==> src/rtl/cache_ctrl_fsm_if.sv <==
// CPU, cache and main-memory signal bundle for cache_ctrl_fsm.
// master = controller view, slave = environment (CPU, cache_memory, memory) view.
interface cache_ctrl_fsm_if #(
  parameter int unsigned ADDR_W = 32,
  parameter int unsigned DATA_W = 8,
  parameter int unsigned WAYS   = 4,
  parameter int unsigned AGE_W  = 2
) ();
  // CPU side
  logic                  cpu_req_valid;
  logic                  cpu_req_ready;
  logic                  cpu_we;
  logic [ADDR_W-1:0]     cpu_addr;
  logic [DATA_W-1:0]     cpu_wdata;
  logic                  cpu_resp_valid;
  logic [DATA_W-1:0]     cpu_rdata;
  // cache_memory side
  logic [ADDR_W-1:0]     address_word;
  logic                  try_read;
  logic                  try_write;
  logic [DATA_W-1:0]     write_data;
  logic [DATA_W-1:0]     data;
  logic                  hit_miss;
  logic [WAYS-1:0]       hit_miss_set;
  logic [WAYS*AGE_W-1:0] ages;
  logic                  fill;
  logic [WAYS-1:0]       fill_way;
  // main-memory side
  logic                  mem_req;
  logic                  mem_we;
  logic [ADDR_W-1:0]     mem_addr;
  logic [DATA_W-1:0]     mem_wdata;
  logic                  mem_ack;
  logic [DATA_W-1:0]     mem_rdata;

  modport master (
    input  cpu_req_valid, cpu_we, cpu_addr, cpu_wdata,
    input  data, hit_miss, hit_miss_set, ages,
    input  mem_ack, mem_rdata,
    output cpu_req_ready, cpu_resp_valid, cpu_rdata,
    output address_word, try_read, try_write, write_data, fill, fill_way,
    output mem_req, mem_we, mem_addr, mem_wdata
  );

  modport slave (
    output cpu_req_valid, cpu_we, cpu_addr, cpu_wdata,
    output data, hit_miss, hit_miss_set, ages,
    output mem_ack, mem_rdata,
    input  cpu_req_ready, cpu_resp_valid, cpu_rdata,
    input  address_word, try_read, try_write, write_data, fill, fill_way,
    input  mem_req, mem_we, mem_addr, mem_wdata
  );
endinterface

==> src/rtl/cache_ctrl_fsm.sv <==
// CPU-side controller for a 4-way write-through, no-write-allocate cache.
// One request in flight; read misses fetch from memory and fill the LRU way.
module cache_ctrl_fsm #(
  parameter int unsigned ADDR_W = 32,
  parameter int unsigned DATA_W = 8,
  parameter int unsigned WAYS   = 4,
  parameter int unsigned AGE_W  = 2
) (
  input  logic             clk,
  input  logic             rst,
  cache_ctrl_fsm_if.master bus
);

  typedef enum logic [2:0] {
    StIdle, StLookup, StCheck, StMemRd, StFill, StMemWr, StResp
  } state_e;

  state_e            state_q;
  logic [ADDR_W-1:0] addr_q;
  logic              we_q;
  logic [DATA_W-1:0] wdata_q;
  logic [DATA_W-1:0] rdata_q;
  logic              ready_q;
  logic              resp_q;
  logic              try_read_q;
  logic              fill_q;
  logic [WAYS-1:0]   fill_way_q;
  logic              mem_req_q;
  logic              mem_we_q;

  logic              hit;
  logic [WAYS-1:0]   victim;
  logic [AGE_W-1:0]  best_age;
  logic [AGE_W-1:0]  cur_age;

  // Any hit-way bit also counts as a hit; multi-bit hit vectors use data as-is.
  assign hit = bus.hit_miss | (|bus.hit_miss_set);

  // Victim: oldest way, lowest index on ties (age 2'b11 is the maximum, so it wins first).
  always_comb begin
    best_age = bus.ages[AGE_W-1:0];
    cur_age  = '0;
    victim   = '0;
    victim[0] = 1'b1;
    for (int unsigned i = 1; i < WAYS; i++) begin
      cur_age = bus.ages[AGE_W*i +: AGE_W];
      if (cur_age > best_age) begin
        best_age  = cur_age;
        victim    = '0;
        victim[i] = 1'b1;
      end
    end
  end

  // Main FSM with registered strobes; reset abandons any in-flight request.
  always_ff @(posedge clk or posedge rst) begin
    if (rst) begin
      state_q    <= StIdle;
      addr_q     <= '0;
      we_q       <= 1'b0;
      wdata_q    <= '0;
      rdata_q    <= '0;
      ready_q    <= 1'b1;
      resp_q     <= 1'b0;
      try_read_q <= 1'b0;
      fill_q     <= 1'b0;
      fill_way_q <= '0;
      mem_req_q  <= 1'b0;
      mem_we_q   <= 1'b0;
    end else begin
      resp_q     <= 1'b0;
      try_read_q <= 1'b0;
      fill_q     <= 1'b0;
      unique case (state_q)
        StIdle: begin
          if (bus.cpu_req_valid) begin
            addr_q     <= bus.cpu_addr;
            we_q       <= bus.cpu_we;
            wdata_q    <= bus.cpu_wdata;
            rdata_q    <= '0;
            ready_q    <= 1'b0;
            // Stores probe with a read too; the write itself is issued in CHECK on a hit.
            try_read_q <= 1'b1;
            state_q    <= StLookup;
          end
        end
        StLookup: state_q <= StCheck;
        StCheck: begin
          if (we_q) begin
            mem_req_q <= 1'b1;
            mem_we_q  <= 1'b1;
            state_q   <= StMemWr;
          end else if (hit) begin
            rdata_q <= bus.data;
            resp_q  <= 1'b1;
            state_q <= StResp;
          end else begin
            fill_way_q <= victim;
            mem_req_q  <= 1'b1;
            state_q    <= StMemRd;
          end
        end
        StMemRd: begin
          if (bus.mem_ack) begin
            rdata_q   <= bus.mem_rdata;
            mem_req_q <= 1'b0;
            fill_q    <= 1'b1;
            state_q   <= StFill;
          end
        end
        StFill: begin
          resp_q  <= 1'b1;
          state_q <= StResp;
        end
        StMemWr: begin
          if (bus.mem_ack) begin
            mem_req_q <= 1'b0;
            mem_we_q  <= 1'b0;
            resp_q    <= 1'b1;
            state_q   <= StResp;
          end
        end
        StResp: begin
          ready_q <= 1'b1;
          state_q <= StIdle;
        end
        default: begin
          ready_q   <= 1'b1;
          mem_req_q <= 1'b0;
          mem_we_q  <= 1'b0;
          state_q   <= StIdle;
        end
      endcase
    end
  end

  // Output decode; try_write must follow hit_miss within the CHECK cycle.
  always_comb begin
    bus.cpu_req_ready  = ready_q;
    bus.cpu_resp_valid = resp_q;
    bus.cpu_rdata      = rdata_q;
    bus.address_word   = addr_q;
    bus.try_read       = try_read_q;
    bus.try_write      = (state_q == StCheck) && we_q && hit;
    bus.write_data     = fill_q ? rdata_q : wdata_q;
    bus.fill           = fill_q;
    bus.fill_way       = fill_q ? fill_way_q : '0;
    bus.mem_req        = mem_req_q;
    bus.mem_we         = mem_we_q;
    bus.mem_addr       = addr_q;
    bus.mem_wdata      = mem_we_q ? wdata_q : '0;
  end

endmodule

==> src/flat_wrapper.sv <==
// flat-port wrapper written by rule: the top's interface ports become plain ports
module cache_ctrl_fsm_flat 
#(
  parameter int unsigned ADDR_W = 32,
  parameter int unsigned DATA_W = 8,
  parameter int unsigned WAYS   = 4,
  parameter int unsigned AGE_W  = 2
)
  (clk, rst, bus_cpu_req_valid, bus_cpu_we, bus_cpu_addr, bus_cpu_wdata, bus_data, bus_hit_miss, bus_hit_miss_set, bus_ages, bus_mem_ack, bus_mem_rdata, bus_cpu_req_ready, bus_cpu_resp_valid, bus_cpu_rdata, bus_address_word, bus_try_read, bus_try_write, bus_write_data, bus_fill, bus_fill_way, bus_mem_req, bus_mem_we, bus_mem_addr, bus_mem_wdata);
  cache_ctrl_fsm_if #(.ADDR_W(ADDR_W), .DATA_W(DATA_W), .WAYS(WAYS), .AGE_W(AGE_W)) bus_i ();
  input  logic clk;
  input  logic rst;
  input wire logic [$bits(bus_i.cpu_req_valid)-1:0] bus_cpu_req_valid;
  input wire logic [$bits(bus_i.cpu_we)-1:0] bus_cpu_we;
  input wire logic [$bits(bus_i.cpu_addr)-1:0] bus_cpu_addr;
  input wire logic [$bits(bus_i.cpu_wdata)-1:0] bus_cpu_wdata;
  input wire logic [$bits(bus_i.data)-1:0] bus_data;
  input wire logic [$bits(bus_i.hit_miss)-1:0] bus_hit_miss;
  input wire logic [$bits(bus_i.hit_miss_set)-1:0] bus_hit_miss_set;
  input wire logic [$bits(bus_i.ages)-1:0] bus_ages;
  input wire logic [$bits(bus_i.mem_ack)-1:0] bus_mem_ack;
  input wire logic [$bits(bus_i.mem_rdata)-1:0] bus_mem_rdata;
  output wire logic [$bits(bus_i.cpu_req_ready)-1:0] bus_cpu_req_ready;
  output wire logic [$bits(bus_i.cpu_resp_valid)-1:0] bus_cpu_resp_valid;
  output wire logic [$bits(bus_i.cpu_rdata)-1:0] bus_cpu_rdata;
  output wire logic [$bits(bus_i.address_word)-1:0] bus_address_word;
  output wire logic [$bits(bus_i.try_read)-1:0] bus_try_read;
  output wire logic [$bits(bus_i.try_write)-1:0] bus_try_write;
  output wire logic [$bits(bus_i.write_data)-1:0] bus_write_data;
  output wire logic [$bits(bus_i.fill)-1:0] bus_fill;
  output wire logic [$bits(bus_i.fill_way)-1:0] bus_fill_way;
  output wire logic [$bits(bus_i.mem_req)-1:0] bus_mem_req;
  output wire logic [$bits(bus_i.mem_we)-1:0] bus_mem_we;
  output wire logic [$bits(bus_i.mem_addr)-1:0] bus_mem_addr;
  output wire logic [$bits(bus_i.mem_wdata)-1:0] bus_mem_wdata;
  assign bus_i.cpu_req_valid = bus_cpu_req_valid;
  assign bus_i.cpu_we = bus_cpu_we;
  assign bus_i.cpu_addr = bus_cpu_addr;
  assign bus_i.cpu_wdata = bus_cpu_wdata;
  assign bus_i.data = bus_data;
  assign bus_i.hit_miss = bus_hit_miss;
  assign bus_i.hit_miss_set = bus_hit_miss_set;
  assign bus_i.ages = bus_ages;
  assign bus_i.mem_ack = bus_mem_ack;
  assign bus_i.mem_rdata = bus_mem_rdata;
  assign bus_cpu_req_ready = bus_i.cpu_req_ready;
  assign bus_cpu_resp_valid = bus_i.cpu_resp_valid;
  assign bus_cpu_rdata = bus_i.cpu_rdata;
  assign bus_address_word = bus_i.address_word;
  assign bus_try_read = bus_i.try_read;
  assign bus_try_write = bus_i.try_write;
  assign bus_write_data = bus_i.write_data;
  assign bus_fill = bus_i.fill;
  assign bus_fill_way = bus_i.fill_way;
  assign bus_mem_req = bus_i.mem_req;
  assign bus_mem_we = bus_i.mem_we;
  assign bus_mem_addr = bus_i.mem_addr;
  assign bus_mem_wdata = bus_i.mem_wdata;
  cache_ctrl_fsm #(.ADDR_W(ADDR_W), .DATA_W(DATA_W), .WAYS(WAYS), .AGE_W(AGE_W)) u_core (.clk(clk), .rst(rst), .bus(bus_i));
endmodule
==> config.mk <==
export PLATFORM = sky130hd
export DESIGN_NAME = cache_ctrl_fsm_flat
export DESIGN_NICKNAME = d
export VERILOG_FILES = /design/src/rtl/cache_ctrl_fsm_if.sv /design/src/rtl/cache_ctrl_fsm.sv /design/src/flat_wrapper.sv
export SDC_FILE = /design/constraint.sdc
export NUM_CORES = 1
export LEC_CHECK = 0
export ABC_CLOCK_PERIOD_IN_PS = 2600
export CAP_MARGIN = 5
export CORE_ASPECT_RATIO = 1.1
export CORE_MARGIN = 10
export CORE_UTILIZATION = 40
export CTS_BUF_LIST = sky130_fd_sc_hd__clkbuf_2 sky130_fd_sc_hd__clkbuf_4 sky130_fd_sc_hd__clkbuf_8
export CTS_CLUSTER_SIZE = 28
export DETAILED_ROUTE_END_ITERATION = 12
export GPL_TIMING_DRIVEN = 0
export PLACE_DENSITY = 0.91
export SYNTH_ARGS = -nofsm -noshare
export SYNTH_HDL_FRONTEND = slang
export SYNTH_SLANG_ARGS = --single-unit
==> constraint.sdc <==
create_clock -name clk -period 2.6 [get_ports clk]
set_clock_uncertainty 0.1 [all_clocks]
set_input_delay 0.78 -clock clk [delete_from_list [all_inputs] [get_ports clk]]
set_output_delay 0.78 -clock clk [all_outputs]
set_load 0.02 [all_outputs]
==> results.py <==
metrics = {
    "power_and_ir_drop": {
        "switching_power_uw": 2713,
        "clkPwrFrac_pct": 10.7,
        "total_power_uw": 6778,
        "power_density_nw_per_um2": 1262,
        "peakVddDrop_mv": 0.5472,
        "switching_share_pct": 40.03,
        "sequentialPowerShare_pct": 26.8,
        "combPwrFrac_pct": 62.5,
        "p_int_uw": 4065,
        "power_leakage_uw": 0.002293,
    },
    "logic_synthesis": {
        "synth_nets": 337,
        "synth_cell_types": 33,
        "yosysTopAreaCellShare_pct": 49.13,
        "seq_area_frac_synth_pct": 49.98,
        "yosys-top-cells-count": "61 x dfrtp_1, 52 x mux2_2, 32 x buf_4",
        "synth_edf_count": 0,
        "syn-cell-area_um2": 3107,
        "async_flop_share_pct": 100.0,
        "yosysMostFrequentCell": "dfrtp_1",
        "yosys_warnings": 0,
        "synth_area_leader_cell": "dfrtp_1",
        "netlist_instances": 255,
        "ys_ff_latch": 62,
        "syn_area_per_cell_um2": 12.18,
        "synth.area.top_cells": "dfrtp_1 49%, mux2_2 19%, buf_4 7.7%, ha_1 3.2%, mux2i_1 2.6%",
        "synth_top_flop_cell": "dfrtp_1",
    },
    "clocking": {
        "clock_latency_ps": 320,
        "clk_pin_slew_worst_paths_ps": 60,
        "ctsHoldBuffers": 0,
        "cts_root_buf": "clkbuf_8",
        "h-tree-depth": 3,
        "cts_buffers": 9,
        "cts_tree": "built",
        "cts_max_path_buffers": 2,
        "cts.sinks": 62,
    },
    "global_routing": {
        "grt_pass1_wl_mm": 16.28,
        "grt_overflow": 0,
        "grt_pass1_vias": 2951,
        "grt.total_usage_pct": 17.36,
        "grt_antenna_before_repair": 0,
        "grt_max_degree": 40,
    },
    "worst_setup_path": {
        "worstPathRequired_ps": 2750,
        "endpoint_kind": "flip-flop",
        "cp_top_family": "adder cells",
        "cp.arrival_ps": 3310,
        "cpMaxStageDelayCell": "or3b_4",
        "cp_max_fo": 2,
        "path_buf_inv": 4,
        "path_class": "in2reg",
        "cpPeakStageDelay_ps": 380,
        "start_kind": "input port",
        "crit_path_cell_trace": "buf_8 > inv_6 > ha_4 > inv_4 > o22ai_4 > mux2_4 > ha_4 > inv_2 > o22ai_4 > mux2_4 > ha_4 > a2bb2oi_4 > or3b_4 > o21ai_2",
        "cp_common_cell": "ha_4",
    },
    "floorplanning": {
        "fp-row-count": 33,
        "ios": 173,
        "die_area_um2": 11700,
        "die_width_um": 104.0,
        "start_util_pct": 41.34,
        "coreArea_um2": 7515,
        "die_h_um": 112.4,
    },
    "drt": {
        "drt-pass1-iter-count": 4,
        "routedWlPerCell_um": 18.87,
        "post-route-drc-count": 0,
        "routed_wirelength_mm": 10.42,
        "drtIter0Drc": 76,
        "vias_per_cell": 4.871,
        "ant_nets": 0,
        "vias": 2689,
    },
    "timing": {
        "setup_viol": 5,
        "fmax_mhz": 316.3,
        "drv_slew": 0,
        "period_minus_slack_ps": 3161,
        "worst_hold_slack_ps": 380.8,
        "tightest_slew_ps": 606.5,
        "finalCritPeriodShare_pct": 121.6,
        "hold_viol_final": 0,
        "rsz0062_at_grt": "yes",
        "relSlewSlack_pct": 59.39,
        "fin_ws_ps": -561.2,
    },
    "placed_design": {
        "gp_congestion": 0.7741,
        "dpl.hpwl_mm": 8.413,
        "dpl_cell_area_um2": 5094,
        "io_buffers": 172,
    },
    "layout": {
        "nFillCells": 552,
        "seqCellArea_um2": 1554,
        "area_delta_synth_final_pct": 72.94,
        "drive_gt1_share_pct": 33.33,
        "fin_area_um2": 5373,
        "multi_input_area_um2": 1369,
        "fin_util_pct": 71.50,
        "nets": 526,
        "antennaDiodeCount": 0,
    },
    "worst_hold_path": {
        "holdCritPathClass": "reg2reg",
    },
    "status": {
        "outcome": "finished with violations",
        "violations": "setup timing",
    },
    "flow_run": {
        "maxCapViolCount": 0,
    },
}
## worst paths after layout
| path | cells after the start | slack, ps | startpoint | to |
|---|---|---|---|---|
| max in group asynchronous | 3 | 1000 | rst | u_core.bus.cpu_req_ready |
| worst max register to register | 5 | 400 | u_core.state_q[2] | u_core.fill_way_q[1] |
| worst max-delay path | 14 | -560 | bus_ages[2] | u_core.fill_way_q[1] |
| min in group asynchronous | 2 | 730 | rst | u_core.wdata_q[0] |
| worst min register to register | 2 | 380 | u_core.fill_way_q[0] | u_core.fill_way_q[0] |
| worst min-delay path | 2 | 380 | u_core.fill_way_q[0] | u_core.fill_way_q[0] |
## stage by stage
| step | instances | setup slack, ps | setup TNS (ps) |
|---|---|---|---|
| 2_1_floorplan | 255 | -739.4 | -2498 |
| 3_3_place_gp | 532 | -1487 | -90440 |
| 3_5_place_dp | 533 | -1540 | -34140 |
| 4_1_cts | 551 | -603.2 | -2139 |
| 5_1_grt | 552 | -644.3 | -2571 |
| 6_report | 552 | -561.2 | -2210 |
## placed cells by master (no fill, tap or decap), drive strengths merged, types with 3 or more instances in the layout
cell type / count
clkdlybuf4s50: 152
dfrtp: 61
mux2: 52
buf: 52
clkbuf: 15
and2: 12
dlygate4sd2: 11
inv: 11
nor2: 10
o21ai: 9
mux2i: 8
o2bb2ai: 8
ha: 8
nand2: 5
o31ai: 4
nor2b: 4
or3b: 3
## layout make-up
type	instances	share of cell area, %
buffer	42	5.706
multi-input combinational	139	25.48
clock inverter	4	0.4658
tap	105	2.445
timing repair buffer	179	33.19
clock buffer	10	2.562
sequential	62	28.92
inverter	11	1.234
## kinds of logic after synthesis
| logic type | Yosys count | share of synthesized area [%] |
|---|---|---|
| fa+ha+maj | 8 | 3.222 |
| mux | 60 | 21.43 |
| simple gates | 41 | 7.894 |
| buf+inv | 54 | 10.59 |
| compound gates | 30 | 6.887 |
| flops | 62 | 49.98 |
## metal layers
| metal | up-vias | track usage [%] | part of all wire (%) |
|---|---|---|---|
| li1 | 1237 | - | - |
| met1 | 1316 | 19.41 | 39 |
| met2 | 127 | 30.92 | 53 |
| met3 | 9 | 5.034 | 7.0 |
| met4 | 0 | 5.942 | 1.3 |
| met5 | - | 0 | 0 |
## power by group through the flow
stage / Sequential, uW / Combinational (uW) / Clock, uW
after CTS: 1800 / 4300 / 737
final: 1820 / 4240 / 724
after floorplan: 2140 / 1930 / 0
after detailed placement: 1820 / 4280 / 0
after global routing: 1900 / 4470 / 787
after global placement: 1770 / 4190 / 0
## worst min-delay path, delay by kind of cell, from the launching register on
kind / cells / cell delay [ps]
flip-flops: 1 / 340
AND/OR/NAND/NOR: 1 / 60
AO/OA/AOI/OAI: 1 / 50
## what timing repair did
| item | 4_1_cts | 5_1_grt |
|---|---|---|
| gates cloned | 0 | 0 |
| endpoints found under the setup margin | 58 | 35 |
| setup buffers | 4 | 2 |
| pin swaps | 9 | 9 |
| resized for setup | 70 | 13 |
## registers in the layout, indices dropped and copies added (netlist names)
signal and count:
u_core.fill_way_q 4, u_core.bus.address_word 32, u_core.we_q 1, u_core.bus.mem_we 1, u_core.state_q 3, u_core.bus.mem_req 1, u_core.bus.cpu_rdata 8, u_core.bus.fill 1
u_core.bus.try_read 1, u_core.bus.cpu_resp_valid 1, u_core.bus.cpu_req_ready 1, u_core.wdata_q 8
No activity file was read; power rests on OpenSTA's default activity.
